$ cat config.mk
export PLATFORM = sky130hd
export DESIGN_NAME = hdmi_timing_gen
export DESIGN_NICKNAME = d
export VERILOG_FILES = /design/src/rtl/hdmi_timing_gen_pkg.sv /design/src/rtl/hdmi_sync_counter.sv /design/src/rtl/hdmi_timing_gen.sv
export SDC_FILE = /design/constraint.sdc
export NUM_CORES = 1
export LEC_CHECK = 0
export CORE_UTILIZATION = 45
export CTS_BUF_LIST = sky130_fd_sc_hd__clkbuf_8
export DETAILED_ROUTE_END_ITERATION = 7
export DONT_BUFFER_PORTS = 1
export HOLD_SLACK_MARGIN = 0.12
export PLACE_DENSITY = 0.66
export REMOVE_ABC_BUFFERS = 1
export SETUP_SLACK_MARGIN = 0.1
export SLEW_MARGIN = 10
export SYNTH_ARGS = -nofsm -noshare
export SYNTH_HDL_FRONTEND = slang
export SYNTH_SLANG_ARGS = --single-unit
$ cat constraint.sdc
create_clock -name clk_hdmi -period 2.5 [get_ports clk_hdmi]
set_input_delay 0.5 -clock clk_hdmi [delete_from_list [all_inputs] [get_ports clk_hdmi]]
set_output_delay 0.5 -clock clk_hdmi [all_outputs]
set_load 0.1 [all_outputs]
$ cat src/rtl/hdmi_timing_gen_pkg.sv
// Shared video timing constants and types for the HDMI output path.
// The default 640x480@60 timing lives here so the display driver and the
// timing generator agree on the same numbers.
package hdmi_timing_gen_pkg;

  localparam int H_ACTIVE_DEF = 640;
  localparam int H_FP_DEF     = 16;
  localparam int H_SYNC_DEF   = 96;
  localparam int H_BP_DEF     = 48;
  localparam int V_ACTIVE_DEF = 480;
  localparam int V_FP_DEF     = 10;
  localparam int V_SYNC_DEF   = 2;
  localparam int V_BP_DEF     = 33;

  localparam int H_TOTAL_DEF = H_ACTIVE_DEF + H_FP_DEF + H_SYNC_DEF + H_BP_DEF;
  localparam int V_TOTAL_DEF = V_ACTIVE_DEF + V_FP_DEF + V_SYNC_DEF + V_BP_DEF;

  localparam int CNT_W = 10;

  // One stage worth of timing strobes (syncs active-low).
  typedef struct packed {
    logic de;
    logic hsync_n;
    logic vsync_n;
  } sync_t;

  localparam sync_t SYNC_IDLE = '{de: 1'b0, hsync_n: 1'b1, vsync_n: 1'b1};

endpackage

$ cat src/rtl/hdmi_sync_counter.sv
// One axis of the timing generator (horizontal or vertical).
// Ports:
//   clk_hdmi, rst   : pixel clock, async active-high reset
//   en              : advance the count this cycle
//   term            : last count value before wrapping to 0
//   sync_start/end  : sync pulse window [start, end)
//   active_end      : active region is count < active_end
//   count           : current count
//   active, sync_n  : region decode of the current count (sync active-low)
//   wrap            : high in the cycle the count steps from term to 0
module hdmi_sync_counter #(
  parameter int W = 10
) (
  input  logic         clk_hdmi,
  input  logic         rst,
  input  logic         en,
  input  logic [W-1:0] term,
  input  logic [W-1:0] sync_start,
  input  logic [W-1:0] sync_end,
  input  logic [W-1:0] active_end,
  output logic [W-1:0] count,
  output logic         active,
  output logic         sync_n,
  output logic         wrap
);

  logic [W-1:0] count_q, count_d;

  always_comb begin
    count_d = count_q;
    // Beyond term is unreachable in normal operation; recover to 0.
    if (count_q > term)      count_d = '0;
    else if (en)             count_d = (count_q == term) ? '0 : count_q + W'(1);
  end

  always_ff @(posedge clk_hdmi or posedge rst) begin
    if (rst) count_q <= '0;
    else     count_q <= count_d;
  end

  assign count  = count_q;
  assign wrap   = en && (count_q == term);
  assign active = count_q < active_end;
  assign sync_n = ~((count_q >= sync_start) && (count_q < sync_end));

endmodule

$ cat src/rtl/hdmi_timing_gen.sv
// Free-running video timing generator plus transmitter output stage.
// Ports:
//   clk_hdmi, rst          : pixel clock, async active-high reset
//   HDMI_DE/HSYNC/VSYNC    : stage-1 strobes to the display driver
//   HDMI_DO                : pixel returned by the driver while HDMI_DE is high
//   tx_de/hsync/vsync/data : stage-2 outputs to the HDMI transmitter chip
//   frame_start            : pulse with the first active pixel of a frame
//   h_count, v_count       : raw counters (one cycle ahead of HDMI_*)
module hdmi_timing_gen
  import hdmi_timing_gen_pkg::*;
#(
  parameter int H_ACTIVE = H_ACTIVE_DEF,
  parameter int H_FP     = H_FP_DEF,
  parameter int H_SYNC   = H_SYNC_DEF,
  parameter int H_BP     = H_BP_DEF,
  parameter int V_ACTIVE = V_ACTIVE_DEF,
  parameter int V_FP     = V_FP_DEF,
  parameter int V_SYNC   = V_SYNC_DEF,
  parameter int V_BP     = V_BP_DEF
) (
  input  logic             clk_hdmi,
  input  logic             rst,
  output logic             HDMI_DE,
  output logic             HDMI_HSYNC,
  output logic             HDMI_VSYNC,
  input  logic [23:0]      HDMI_DO,
  output logic             tx_de,
  output logic             tx_hsync,
  output logic             tx_vsync,
  output logic [23:0]      tx_data,
  output logic             frame_start,
  output logic [CNT_W-1:0] h_count,
  output logic [CNT_W-1:0] v_count
);

  localparam int H_TOTAL = H_ACTIVE + H_FP + H_SYNC + H_BP;
  localparam int V_TOTAL = V_ACTIVE + V_FP + V_SYNC + V_BP;

  localparam logic [CNT_W-1:0] H_TERM  = CNT_W'(H_TOTAL - 1);
  localparam logic [CNT_W-1:0] H_SS    = CNT_W'(H_ACTIVE + H_FP);
  localparam logic [CNT_W-1:0] H_SE    = CNT_W'(H_ACTIVE + H_FP + H_SYNC);
  localparam logic [CNT_W-1:0] H_AE    = CNT_W'(H_ACTIVE);
  localparam logic [CNT_W-1:0] V_TERM  = CNT_W'(V_TOTAL - 1);
  localparam logic [CNT_W-1:0] V_SS    = CNT_W'(V_ACTIVE + V_FP);
  localparam logic [CNT_W-1:0] V_SE    = CNT_W'(V_ACTIVE + V_FP + V_SYNC);
  localparam logic [CNT_W-1:0] V_AE    = CNT_W'(V_ACTIVE);

  logic             h_active, h_sync_n, h_wrap;
  logic             v_active, v_sync_n, v_wrap_unused;
  logic [CNT_W-1:0] h_cnt, v_cnt;

  hdmi_sync_counter #(.W(CNT_W)) u_h (
    .clk_hdmi   (clk_hdmi),
    .rst        (rst),
    .en         (1'b1),
    .term       (H_TERM),
    .sync_start (H_SS),
    .sync_end   (H_SE),
    .active_end (H_AE),
    .count      (h_cnt),
    .active     (h_active),
    .sync_n     (h_sync_n),
    .wrap       (h_wrap)
  );

  // Vertical axis steps once per line, so vsync edges land on h=0.
  hdmi_sync_counter #(.W(CNT_W)) u_v (
    .clk_hdmi   (clk_hdmi),
    .rst        (rst),
    .en         (h_wrap),
    .term       (V_TERM),
    .sync_start (V_SS),
    .sync_end   (V_SE),
    .active_end (V_AE),
    .count      (v_cnt),
    .active     (v_active),
    .sync_n     (v_sync_n),
    .wrap       (v_wrap_unused)
  );

  sync_t       s1_q, s1_d, s2_q, s2_d;
  logic        fs_q, fs_d;
  logic [23:0] txd_q, txd_d;

  always_comb begin
    s1_d.de      = h_active && v_active;
    s1_d.hsync_n = h_sync_n;
    s1_d.vsync_n = v_sync_n;
    fs_d         = (h_cnt == '0) && (v_cnt == '0);
    s2_d         = s1_q;
    // Pixel is qualified by the stage-1 DE it was produced against, so
    // tx_data and tx_de stay aligned and blanking data is squashed.
    txd_d        = s1_q.de ? HDMI_DO : 24'h0;
  end

  always_ff @(posedge clk_hdmi or posedge rst) begin
    if (rst) begin
      s1_q  <= SYNC_IDLE;
      s2_q  <= SYNC_IDLE;
      fs_q  <= 1'b0;
      txd_q <= 24'h0;
    end else begin
      s1_q  <= s1_d;
      s2_q  <= s2_d;
      fs_q  <= fs_d;
      txd_q <= txd_d;
    end
  end

  assign HDMI_DE     = s1_q.de;
  assign HDMI_HSYNC  = s1_q.hsync_n;
  assign HDMI_VSYNC  = s1_q.vsync_n;
  assign tx_de       = s2_q.de;
  assign tx_hsync    = s2_q.hsync_n;
  assign tx_vsync    = s2_q.vsync_n;
  assign tx_data     = txd_q;
  assign frame_start = fs_q;
  assign h_count     = h_cnt;
  assign v_count     = v_cnt;

endmodule
# Word-level counts from Yosys, hierarchy flattened
# Cells that the tools add are included.
# W data, S select, Z words.
[op_classes]
n_eq_ne = 2
n_reduce_logical = 7
muxes = 6
order_cmp = 8
n_bitwise = 2
add_sub_neg = 2
[ops]
columns = ["operator", "count"]
rows = [
  ["$mux W10", 5],
  ["$mux W24", 1],
  ["$add A10 B1 Y10 const B", 2],
  ["$eq A10 B10 Y1 const B", 2],
  ["$gt A10 B10 Y1 const B", 2],
  ["$logic_not A10 Y1", 2],
  ["$lt A10 B10 Y1 const B", 2],
  ["$lt A10 B9 Y1 const B", 2],
  ["$ge A10 B10 Y1 const B", 1],
  ["$ge A10 B9 Y1 const B", 1],
  ["$logic_and A1 B1 Y1", 4],
  ["$not A1 Y1", 2],
  ["$reduce_bool A2 Y1", 1],
]
[word_totals]
out_inout_bits = 51
reg_bits = 51
in_bits = 26

# Logic depth before layout (Yosys ltp)
# Gate-level depths: netlist of run 1.
[depth]
word_depth = 4
depth_mapped = 6

# Cells and area by module
# A second synthesis of run 1 with hierarchy kept.
[unflattened]
hier_cells = 465
area_unflattened_um2 = 4192.8
[modules_own_cells]
columns = ["module", "area_per_inst_um2", "n_inst", "cells_each", "seq_area_each_um2"]
rows = [
  ["hdmi_sync_counter at u_h", 1607.8, 1, 199, 250.2],
  ["hdmi_sync_counter at u_v", 1582.8, 1, 197, 250.2],
  ["hdmi_timing_gen", 1002.2, 1, 69, 780.7],
]

# Worst setup path after synthesis of run 1
# Ideal clock, no wire load.
[synth_path]
kind = "register -> register"
startpoint = "register u_h.count_q[0] (netlist: u_h.count[0])"
endpoint = "register u_v.count_q[9] (netlist: u_v.count[9])"
synth_period_minus_slack_ns = 2.574
setup_ns = 0.082
path_slack_ns = -0.074
t_arrival_ns = 2.492
n_path_buf = 1
path_stages_with_launch = 7
t_required_ns = 2.418
path_cell_list = "dfrtp_1 ha_1 nand4_1 or3_1 buf_6 a211o_1 a22oi_2"
[synth_via]
elab_chain_cells = 2
[synth_lines]
columns = ["element", "line", "rtl"]
rows = [
  ["start, declared", "hdmi_sync_counter.sv:27", "logic [W-1:0] count_q, count_d;"],
  ["start signal, assigned", "hdmi_sync_counter.sv:38", "else count_q <= count_d;"],
  ["$eq A10 B10 Y1", "hdmi_sync_counter.sv:42", "assign wrap = en && (count_q == term);"],
  ["$reduce_bool A2 Y1 (no source line)", "n/a", ""],
  ["end signal, assigned", "hdmi_sync_counter.sv:38", ""],
  ["end, declared", "hdmi_sync_counter.sv:27", ""],
]
# No other way between the ends.
# A chain may end at the register's enable or synchronous reset.

# Worst setup path after layout of run 1
[layout_path]
startpoint = "register u_v.count_q[4] (netlist: u_v.count[4])"
endpoint = "register u_v.count_q[7] (netlist: u_v.count[7])"
[layout_via]
elab_chain_cells = 4
word_cells_on_any_way = 7
[layout_lines]
columns = ["element", "line", "rtl"]
rows = [
  ["$add A10 B1 Y10 or $eq A10 B10 Y1 (tied branches)", "n/a", ""],
  ["$mux W10 (2 in series)", "hdmi_sync_counter.sv:33", "else if (en) count_d = (count_q == term) ? '0 : count_q + W'(1);"],
  ["$mux W10", "hdmi_sync_counter.sv:32", "if (count_q > term) count_d = '0;"],
]
# Several ways; a longest one is shown, not always the timed one. The select of a mux whose other input is x is not followed.

==> out/qor.csv, run 1 <==
stage;metric;value;unit
run_status;run status;completed;
global_route;initial antenna violation count;0;
setup_path;Crit Path Max Fanout;8;
power_and_ir_drop;overall power;0.00147;W
timing;Max Clk Rate;0.508;GHz
route;WL final;4430;um
global_route;grt ovf;0;
floorplan;Core Area;4720;um^2
setup_path;critical path launch point type;flop;
power_and_ir_drop;Pwr per Cell Area;583;nW/um^2
timing;RSZ-0062 raised after global routing;false;
synthesis;post-synthesis cell count;198;
route;DR DRC count;0;
synthesis;Synth Area in Compound Gates;0.107;
floorplan;# IOs;77;
synthesis;Synth Cell Area;2220;um^2
route;First-pass DRT Iterations;4;
floorplan;Placement Rows;25;
setup_path;crit-path cells;or3_4, o31a_1, or4_1, o211ai_2;
synthesis;synth warn;0;
global_route;first-pass GRT wire length;7210;um
layout;layout cell share with drive strength beyond 1;0.194;
clock_tree;CTS root buf;clkbuf_8;
timing;Pins Over Slew Limit;0;
synthesis;Synth Area in Simple Gates;0.226;
clock_tree;H-tree depth;2;
clock_tree;deepest clock path buffer count;2;
clock_tree;# resized after CTS;0;
flow_run;max cap viols;0;
route;WL/cell;15.3;um
synthesis;FF+latch count, synth;51;
timing;Worst Skew;10.3;ps
synthesis;sequential fraction of the synthesis area;0.578;
worst_hold_path;worst min path class;in -> async;
layout;number of cells in the finished layout apart from fillers;289;
synthesis;largest family of logic cells by synthesized area;simple AND/OR/NAND/NOR gates;
synthesis;Adder-Cell Fraction of Synth Area;0.0226;
route;1st-iter DRT viols;90;
setup_path;largest stage delay on the critical path;460;ps
layout;Area growth, synth to finish;13.9;%
placed_design;DPL Wire Length;3280;um
placed_design;# port buffers;0;
layout;n_diodes;0;
timing;fin crit share;0.787;
timing;endpoints failing hold;0;
setup_path;Critical Path AT;2190;ps
global_route;vias in the first global route;1587;
clock_tree;# hold bufs at CTS;0;
timing;final setup violating endpoints;0;
synthesis;Cell variety after synth;42;
setup_path;CP required;2720;ps
route;vias per cell;5.59;
clock_tree;CTS tree;done;
power_and_ir_drop;maximum VDD drop;245;uV
setup_path;Setup CP Type;reg -> reg;
timing;Period minus WS final;1970;ps
floorplan;chip width;72.2;um
floorplan;initial core utilization;0.469;
clock_tree;CTS sink count;51;
clock_tree;postcts setup bufs;0;
layout;fin nets;251;
synthesis;xor/xnor cell area share of the yosys netlist;0.0198;
floorplan;Die Area;5210;um^2
route;Antenna Nets Post-Route;0;
setup_path;CP max stage cell;dfrtp_1;
synthesis;multiplexer share of the synthesized area;0.00452;
layout;# fillers;402;
floorplan;Die Y;72.2;um
route;DR vias;1616;
timing;worst-margin pin slew;881;ps
global_route;largest net degree at the start of global routing;29;
clock_tree;clk_lat worst skew;290;ps
power_and_ir_drop;Leak Pwr;1.07;nW
timing;Max transition margin;0.413;
clock_tree;clock-pin slew on the worst setup and hold paths;90;ps
clock_tree;CTS Buf Count;5;
synthesis;Avg Inst Size Synth;11.2;um^2
placed_design;GP Congestion;0.902;
global_route;GRT Overall Usage;0.180;
setup_path;CP endpoint kind;flop;
placed_design;# placed instances;281;
[power by group]
part           internal (W)  switching, W
Combinational     0.0000134     0.0000202
Clock              0.000192      0.000247
Sequential         0.000841      0.000157
[metrics by stage]
| stage | util | setup TNS, ps | hold slack [ps] | instance area, um^2 | setup slack [ps] |
|---|---|---|---|---|---|
| 2_1_floorplan | - | -59.4 | 585 | 2160 | -59.4 |
| 3_3_place_gp | 0.516 | 0 | 454 | 2440 | 645 |
| 3_5_place_dp | 0.516 | 0 | 462 | 2440 | 584 |
| 4_1_cts | 0.534 | 0 | 141 | 2520 | 542 |
| 5_1_grt | 0.534 | 0 | 167 | 2520 | 451 |
| 6_report | 0.534 | 0 | 137 | 2520 | 533 |
[registers in the layout, indices dropped and copies added, names as in the netlist]
register and flops:
tx_vsync 1, u_h.count 10, HDMI_DE 1, HDMI_VSYNC 1
u_v.count 10, HDMI_HSYNC 1, frame_start 1, tx_hsync 1
tx_data 24, tx_de 1
[synth_stat cells (all sizes together)]
cell type / number / area [um^2]
a211o: 1 / 8.76
a21oi: 3 / 15.0
a22o: 1 / 8.76
a22oi: 4 / 35.0
a31oi: 2 / 12.5
a32o: 1 / 10.0
and2: 25 / 156
and3: 3 / 18.8
and3b: 1 / 8.76
and4: 1 / 8.76
buf: 4 / 38.8
clkbuf: 4 / 15.0
dfrtp: 47 / 1180
dfstp: 4 / 105
ha: 4 / 50.1
inv: 10 / 37.5
mux2i: 1 / 10.0
nand2: 10 / 37.5
nand3: 10 / 50.1
nand4: 7 / 43.8
nor2: 11 / 41.3
nor2b: 1 / 6.26
nor3: 8 / 40.0
nor3b: 2 / 15.0
nor4: 1 / 6.26
o211ai: 5 / 42.5
o21ai: 2 / 10.0
o21ba: 1 / 10.0
o22ai: 5 / 31.3
o31a: 2 / 17.5
o31ai: 3 / 36.3
or2: 1 / 6.26
or3: 7 / 55.1
or4: 1 / 7.51
xnor2: 2 / 17.5
xor2: 3 / 26.3
[cells in the final DEF (no fill, tap or decap), drive strengths merged, types with 2 or more instances in the layout]
cell type,n
clkbuf,5
dfstp,4
xnor2,2
nor3b,2
o21ai,2
buf,24
and3,3
dfrtp,47
nand3,10
or3,7
o31ai,3
nand2,10
a22oi,4
nor3,8
inv,11
a21oi,3
o22ai,5
a31oi,2
nand4,7
ha,4
o211ai,5
o31a,2
nor2,11
and2,25
xor2,3
[worst paths after layout]
check                                         start                  endpoint  slack, ps  cells after the start
setup / recovery           u_v.count[4]$_DFFE_PP0P_  u_v.count[7]$_DFFE_PP0P_        530                      4
min in group clk_hdmi                   HDMI_DO[22]     tx_data[22]$_DFF_PP0_        340                      1
max in group asynchronous                       rst      HDMI_HSYNC$_DFF_PP1_       1770                      2
hold reg to reg            u_v.count[0]$_DFFE_PP0P_  u_v.count[0]$_DFFE_PP0P_        590                      3
hold / removal                                  rst           tx_de$_DFF_PP0_        140                      1
setup reg to reg           u_v.count[4]$_DFFE_PP0P_  u_v.count[7]$_DFFE_PP0P_        530                      4
[cell type report]
class	instances	area (um^2)	share of cell area
Sequential cell	51	1280	0.508
Multi-Input combinational cell	129	843	0.334
Timing Repair Buffer	24	193	0.0764
Tap cell	67	83.8	0.0332
Clock buffer	5	68.8	0.0273
Inverter	10	37.5	0.0149
Clock inverter	3	16.3	0.00645
[worst max-delay path: cells and delay by family (launching register included)]
kind,cells,cell delay [ps]
AO/OA/AOI/OAI,2,570
flip-flops,1,460
AND/OR/NAND/NOR,2,850
[cell families (layout without fill, tap and decap cells)]
family	Yosys count	count (layout)
AND/OR/NAND/NOR	89	89
AO/OA/AOI/OAI	30	30
adder cells (fa/ha/maj)	4	4
buffers and inverters	18	42
flip-flops	51	51
XOR/XNOR	5	5
multiplexers	1	1
[routing by layer]
metal | vias up | routed length (um) | GRT usage | share of wire
met1 | 787 | 1740 | 0.199 | 0.39
met2 | 81 | 2250 | 0.317 | 0.51
met4 | 0 | 74 | 0.0719 | 0.017
met5 | - | 0 | 0 | 0
met3 | 8 | 364 | 0.0611 | 0.082
li1 | 740 | - | - | -
Note: power is estimated with default switching activity, not from simulation.
==> run 2: changes to the inputs <==
==> constraint.sdc (replaced) <==
create_clock -name clk_hdmi -period 1.93 [get_ports clk_hdmi]
set_input_delay 0.386 -clock clk_hdmi [delete_from_list [all_inputs] [get_ports clk_hdmi]]
set_output_delay 0.386 -clock clk_hdmi [all_outputs]
set_load 0.1 [all_outputs]
==> run 2 against run 1 <==
Against the previous run: maximum frequency increased by 8.5%; critical endpoint is now u_v.count[5]$_DFFE_PP0P_; critical path type unchanged; flip-flop and latch count unchanged; power increased by 53%.
==> out/qor.csv, run 2 (same netlist as run 1, synthesis figures left out) <==
stage;metric;value;unit;change
setup_path;Crit Path Max Fanout;5;;-3
layout;Finished Cell Area;2860;um^2;+13%
setup_path;CP max stage cell;or3_4;;
clock_tree;CTS tree;done;;
setup_path;CP endpoint kind;flop;;
timing;endpoints failing hold;0;;unchanged
setup_path;Setup CP Type;reg -> reg;;
worst_hold_path;worst min path class;in -> reg;;
global_route;largest net degree at the start of global routing;34;;+17%
timing;final setup violating endpoints;0;;unchanged
power_and_ir_drop;Seq pwr share;0.489;;-0.190
timing;Max Clk Rate;0.552;GHz;+8.5%
placed_design;Placement Cell Area;2670;um^2;+9.6%
clock_tree;CTS root buf;clkbuf_8;;
placed_design;DPL Wire Length;3720;um;+14%
route;vias per cell;5.52;;-1.3%
power_and_ir_drop;P_sw;0.000586;W;+38%
placed_design;# placed instances;314;;+12%
global_route;GRT Overall Usage;0.202;;+0.0224
timing;Worst Skew;13.9;ps;+3.58 ps
global_route;initial antenna violation count;0;;unchanged
flow_run;max cap viols;0;;unchanged
power_and_ir_drop;clock power share;0.385;;+0.087
layout;number of cells in the finished layout apart from fillers;325;;+12%
setup_path;CP required;2160;ps;-560 ps
route;DR DRC count;0;;unchanged
clock_tree;clk_lat worst skew;300;ps;about the same
layout;commonest non-fill, non-tap cells in the layout;buf_4 (58), dfrtp_1 (47), and2_1 (25);;
clock_tree;deepest clock path buffer count;2;;unchanged
setup_path;Critical Path AT;2040;ps;-150 ps
floorplan;# IOs;77;;unchanged
power_and_ir_drop;combinational power share;0.125;;+0.102
floorplan;Placement Rows;25;;unchanged
setup_path;Critical path buffers and inverters;1;;+1
floorplan;Die Y;72.2;um;unchanged
placed_design;GP Congestion;0.873;;-3.2%
layout;utilization after layout;0.606;;+0.0721
setup_path;critical path's top delay family;simple AND/OR/NAND/NOR gates;;
layout;# fillers;390;;-3.0%
placed_design;# port buffers;0;;unchanged
clock_tree;CTS sink count;51;;unchanged
clock_tree;CTS Buf Count;5;;unchanged
timing;RSZ-0062 raised after global routing;true;;
run_status;run status;completed;;
power_and_ir_drop;Int Power;0.00166;W;+59%
setup_path;crit-path cells;or3_4, o31a_1, buf_4, or3_1, o22ai_1;;
layout;commonest non-fill, non-tap cell in the layout;buf_4;;
global_route;grt ovf;0;;unchanged
timing;Period minus WS final;1810;ps;-155 ps
timing;worst-margin pin slew;667;ps;-214 ps
timing;Max transition margin;0.555;;+0.142
route;Antenna Nets Post-Route;0;;unchanged
power_and_ir_drop;Leak Pwr;1.26;nW;+18%
route;WL final;5010;um;+13%
power_and_ir_drop;Sw Share;0.261;;-0.0275
timing;Pins Over Slew Limit;0;;unchanged
floorplan;initial core utilization;0.469;;unchanged
route;1st-iter DRT viols;90;;unchanged
layout;layout cell share with drive strength beyond 1;0.333;;+0.140
power_and_ir_drop;overall power;0.00225;W;+53%
global_route;vias in the first global route;1771;;+12%
floorplan;Core Area;4720;um^2;unchanged
layout;fin nets;287;;+14%
power_and_ir_drop;maximum VDD drop;360;uV;+47%
layout;max FFs per register;24;;unchanged
layout;Reg area;1280;um^2;unchanged
layout;Area growth, synth to finish;29.2;%;
route;First-pass DRT Iterations;6;;+2
clock_tree;H-tree depth;2;;unchanged
power_and_ir_drop;Pwr per Cell Area;784;nW/um^2;+35%
layout;n_diodes;0;;unchanged
floorplan;Die Area;5210;um^2;unchanged
route;WL/cell;15.4;um;+0.76%
clock_tree;clock-pin slew on the worst setup and hold paths;100;ps;about the same
floorplan;chip width;72.2;um;unchanged
timing;setup TNS;0;ps;unchanged
setup_path;largest stage delay on the critical path;430;ps;-30 ps
setup_path;critical path launch point type;flop;;
timing;fin crit share;0.939;;+0.152
layout;area of the multi-input gates;868;um^2;+3.0%
global_route;first-pass GRT wire length;8100;um;+12%
route;DR vias;1793;;+11%
run 2: through the flow:
| stage | hold WS [ps] | worst slack [ps] |
|---|---|---|
| 2_1_floorplan | 520 | -629 |
| 3_3_place_gp | 380 | 135 |
| 3_5_place_dp | 406 | 98.7 |
| 4_1_cts | 204 | 110 |
| 5_1_grt | 201 | 75.0 |
| 6_report | 217 | 118 |
run 2: metal layers:
layer	track usage	part of all wire	vias up
met5	0	0	-
met4	0.0828	0.011	0
met3	0.0722	0.094	10
met2	0.349	0.50	108
met1	0.227	0.39	865
li1	-	-	810
run 2: worst reg2reg max path, cell delays in order, from the launching register on:
cell	delay, ps
dfrtp_1	400
or3_4	430
o31a_1	330
buf_4	160
or3_1	300
o22ai_1	130
run 2: path summary, 6_finish.rpt:
check,from,endpoint,slack (ps),cells past startpoint
worst max register to register,u_v.count[8]$_DFFE_PP0P_,u_v.count[5]$_DFFE_PP0P_,120,5
worst min register to register,HDMI_HSYNC$_DFF_PP1_,tx_hsync$_DFF_PP1_,610,0
min in group asynchronous,rst,u_v.count[0]$_DFFE_PP0P_,640,2
worst min-delay path,HDMI_DO[15],tx_data[15]$_DFF_PP0_,220,1
max in group asynchronous,rst,HDMI_DE$_DFF_PP0_,680,3
worst max-delay path,u_v.count[8]$_DFFE_PP0P_,u_v.count[5]$_DFFE_PP0P_,120,5
run 2: layout make-up:
class,instances,share of cell area
Clock buffer,5,0.0240
Sequential cell,51,0.447
Timing Repair Buffer,60,0.159
Tap cell,67,0.0293
Multi-Input combinational cell,129,0.303
Clock inverter,3,0.0236
Inverter,10,0.0131
run 2: power by group through the flow:
stage | sequential, W | combinational, W | clock (W)
2_1_floorplan | 0.00131 | 0.0000325 | 0
3_3_place_gp | 0.00112 | 0.000279 | 0
3_5_place_dp | 0.00112 | 0.000282 | 0
4_1_cts | 0.00110 | 0.000284 | 0.000889
5_1_grt | 0.00110 | 0.000292 | 0.000931
6_report | 0.00110 | 0.000281 | 0.000865
run 2: timing repair:
action | CTS | global route
resized for setup | 0 | 9
pin swaps | 1 | 4
hold buffers | 1 | 0
buffers inserted | 0 | 2
setup endpoints to repair | 1 | 9
endpoints found under the hold margin | 27 | 0
==> run 3: changes to the inputs <==
--- a/config.mk
+++ b/config.mk
@@ -16,4 +16,5 @@
 export SLEW_MARGIN = 10
 export SYNTH_ARGS = -nofsm -noshare
 export SYNTH_HDL_FRONTEND = slang
+export SYNTH_HIERARCHICAL = 1
 export SYNTH_SLANG_ARGS = --single-unit
==> run 3 against run 2 <==
Against the previous run: the flow now finishes with violations (DRC, setup timing); largest power group is now combinational logic; power increased to 3.6 times the previous value; non-clock buffer count increased by 39; critical endpoint is now u_v/count[7]$_DFFE_PP0P_; critical path depth rose by 4; sequential power up 58%; largest cell class is now multi-input gates; cell count is 130% higher.
==> out/qor.csv, run 3 <==
stage;metric;value;unit;change
global_route;initial antenna violation count;0;;unchanged
setup_path;critical path launch point type;flop;;
clock_tree;CTS sink count;51;;unchanged
setup_path;Critical Path AT;2310;ps;+270 ps
timing;setup TNS;-1250;ps;-1250 ps
floorplan;Core Area;8850;um^2;+87%
timing;Max transition margin;0.654;;+0.0992
layout;# fillers;706;;+81%
power_and_ir_drop;Seq pwr share;0.213;;-0.276
timing;final setup violating endpoints;14;;+14
timing;Max Clk Rate;0.482;GHz;-13%
setup_path;cell repeated most along the worst path;a211oi_2;;
clock_tree;CTS tree;done;;
setup_path;crit-path cells;ha_1, nand2_1, or3_4, nor2_4, nor2_1, o21ai_2, a211oi_2, a211oi_2, o22ai_1;;
power_and_ir_drop;Pwr per Cell Area;1410;nW/um^2;+80%
synthesis;post-synthesis cell count;464;;+130%
clock_tree;H-tree depth;2;;unchanged
route;DR DRC count;12;;+12
power_and_ir_drop;maximum VDD drop;922;uV;+160%
synthesis;Avg Inst Size Synth;9.02;um^2;-19%
floorplan;initial core utilization;0.473;;+0.00399
setup_path;CP endpoint kind;flop;;
power_and_ir_drop;Leak Pwr;3.06;nW;+140%
clock_tree;CTS Buf Count;5;;unchanged
timing;Pins Over Slew Limit;0;;unchanged
power_and_ir_drop;Int Power;0.00360;W;+120%
worst_hold_path;worst min path class;in -> reg;;
setup_path;Setup CP Type;reg -> reg;;
setup_path;CP max stage cell;a211oi_2;;
power_and_ir_drop;combinational power share;0.693;;+0.568
run_status;failing checks;DRC, setup timing;;
global_route;GRT Overall Usage;0.226;;+0.0240
route;vias per cell;5.11;;-7.4%
power_and_ir_drop;P_sw;0.00457;W;+680%
route;WL final;10800;um;+120%
placed_design;GP Congestion;0.793;;-9.1%
global_route;vias in the first global route;3822;;+120%
placed_design;DPL Wire Length;7370;um;+98%
power_and_ir_drop;Sw Share;0.560;;+0.299
floorplan;chip width;98.5;um;+36%
clock_tree;CTS root buf;clkbuf_8;;
layout;max FFs per register;24;;unchanged
setup_path;critical path's top delay family;compound AO/OA/AOI/OAI gates;;
setup_path;Critical path buffers and inverters;0;;-1
timing;fin crit share;1.07;;+0.136
layout;Reg area;1280;um^2;unchanged
layout;commonest non-fill, non-tap cell in the layout;inv_1;;
route;First-pass DRT Iterations;8;;+2
layout;Area growth, synth to finish;38.4;%;
placed_design;# port buffers;0;;unchanged
clock_tree;clk_lat worst skew;320;ps;+20 ps
timing;endpoints failing hold;0;;unchanged
route;DR vias;3841;;+110%
run_status;run status;finished, violations left;;
timing;Period minus WS final;2070;ps;+262 ps
power_and_ir_drop;clock power share;0.095;;-0.290
setup_path;Crit Path Max Fanout;5;;unchanged
clock_tree;deepest clock path buffer count;2;;unchanged
layout;area of the multi-input gates;3080;um^2;+250%
route;WL/cell;14.4;um;-6.9%
layout;n_diodes;0;;unchanged
clock_tree;clock-pin slew on the worst setup and hold paths;110;ps;about the same
setup_path;CP required;2160;ps;about the same
timing;RSZ-0062 raised after global routing;true;;
layout;layout cell share with drive strength beyond 1;0.247;;-0.0864
flow_run;max cap viols;0;;unchanged
synthesis;Synth Cell Area;4190;um^2;+89%
floorplan;Placement Rows;34;;+36%
route;1st-iter DRT viols;118;;+31%
setup_path;largest stage delay on the critical path;440;ps;about the same
global_route;first-pass GRT wire length;17600;um;+120%
layout;fin nets;747;;+160%
timing;worst-margin pin slew;518;ps;-149 ps
layout;commonest non-fill, non-tap cells in the layout;inv_1 (88), conb_1 (82), buf_4 (81);;
timing;Worst Skew;21.7;ps;+7.80 ps
synthesis;synth warn;6;;+6
timing;Worst Slack Setup Final;-144;ps;-262 ps
floorplan;Die Area;9690;um^2;+86%
global_route;grt ovf;0;;unchanged
global_route;largest net degree at the start of global routing;32;;-5.9%
floorplan;# IOs;77;;unchanged
route;Antenna Nets Post-Route;0;;unchanged
placed_design;pre-CTS WS;-226;ps;-325 ps
floorplan;Die Y;98.5;um;+36%
-- run 3: changes by cell type in the layout (fill, tap and decap cells not counted), moves of 9 or more --
cell,before,now
a211oi_2,0,12
a21oi_1,3,12
buf_4,58,81
conb_1,0,82
ha_1,3,69
inv_1,8,88
nand2_1,10,24
o211ai_1,4,15
-- run 3: path summary, 6_finish.rpt --
path / start / endpoint / slack, ps / cells past startpoint
max in group asynchronous: rst / tx_vsync$_DFF_PP1_ / 940 / 3
worst min register to register: HDMI_VSYNC$_DFF_PP1_ / tx_vsync$_DFF_PP1_ / 600 / 0
worst min-delay path: HDMI_DO[18] / tx_data[18]$_DFF_PP0_ / 190 / 1
min in group asynchronous: rst / u_v/count[0]$_DFFE_PP0P_ / 560 / 2
worst max-delay path: u_h/count[1]$_DFFE_PP0P_ / u_v/count[7]$_DFFE_PP0P_ / -140 / 9
worst max register to register: u_h/count[1]$_DFFE_PP0P_ / u_v/count[7]$_DFFE_PP0P_ / -140 / 9
-- run 3: final cells by class --
class | count | area share
Multi-Input combinational cell | 397 | 0.531
Sequential cell | 51 | 0.221
Timing Repair Buffer | 99 | 0.147
Inverter | 89 | 0.0576
Tap cell | 108 | 0.0233
Clock buffer | 5 | 0.0119
Clock inverter | 3 | 0.00756
-- run 3: what timing repair did --
action / 4_1_cts / 5_1_grt
setup endpoints to repair: 22 / 23
hold endpoints to repair: 47 / 0
pin swaps: 18 / 13
cloned: 4 / 0
setup buffers: 7 / 14
hold buffers: 1 / 0
resized for setup: 43 / 25
-- run 3: metal layers --
layer	up-vias	global-route usage	wire length (um)	share of wire
met5	-	0	0	0
met4	0	0.0666	148	0.014
met3	19	0.0383	586	0.054
met2	116	0.401	5450	0.50
met1	1795	0.283	4610	0.43
li1	1911	-	-	-
-- run 3: worst reg2reg max path, stage by stage, from the launching register on --
cell      delay [ps]
dfrtp_1          420
ha_1             320
nand2_1          130
or3_4            160
nor2_4            30
nor2_1           120
o21ai_2          110
a211oi_2         440
a211oi_2          70
o22ai_1          190
-- run 3: stage by stage --
stage / cells / area (um^2) / utilization / hold WS [ps] / power, W
global placement: 720 / 5150 / 0.582 / 270 / 0.00654
detailed placement: 720 / 5150 / 0.582 / 268 / 0.00665
finish: 752 / 5800 / 0.655 / 194 / 0.00816
floorplan: 536 / 4440 / - / 226 / 0.00541
global route: 752 / 5800 / 0.655 / 188 / 0.00861
CTS: 740 / 5590 / 0.631 / 186 / 0.00784
-- run 3: power by group through the flow --
stage          sequential, W  clock (W)  combinational [W]
6_report             0.00174   0.000772            0.00566
4_1_cts              0.00173   0.000794            0.00532
3_3_place_gp         0.00172          0            0.00482
2_1_floorplan        0.00400          0            0.00142
3_5_place_dp         0.00173          0            0.00492
5_1_grt              0.00177   0.000830            0.00601
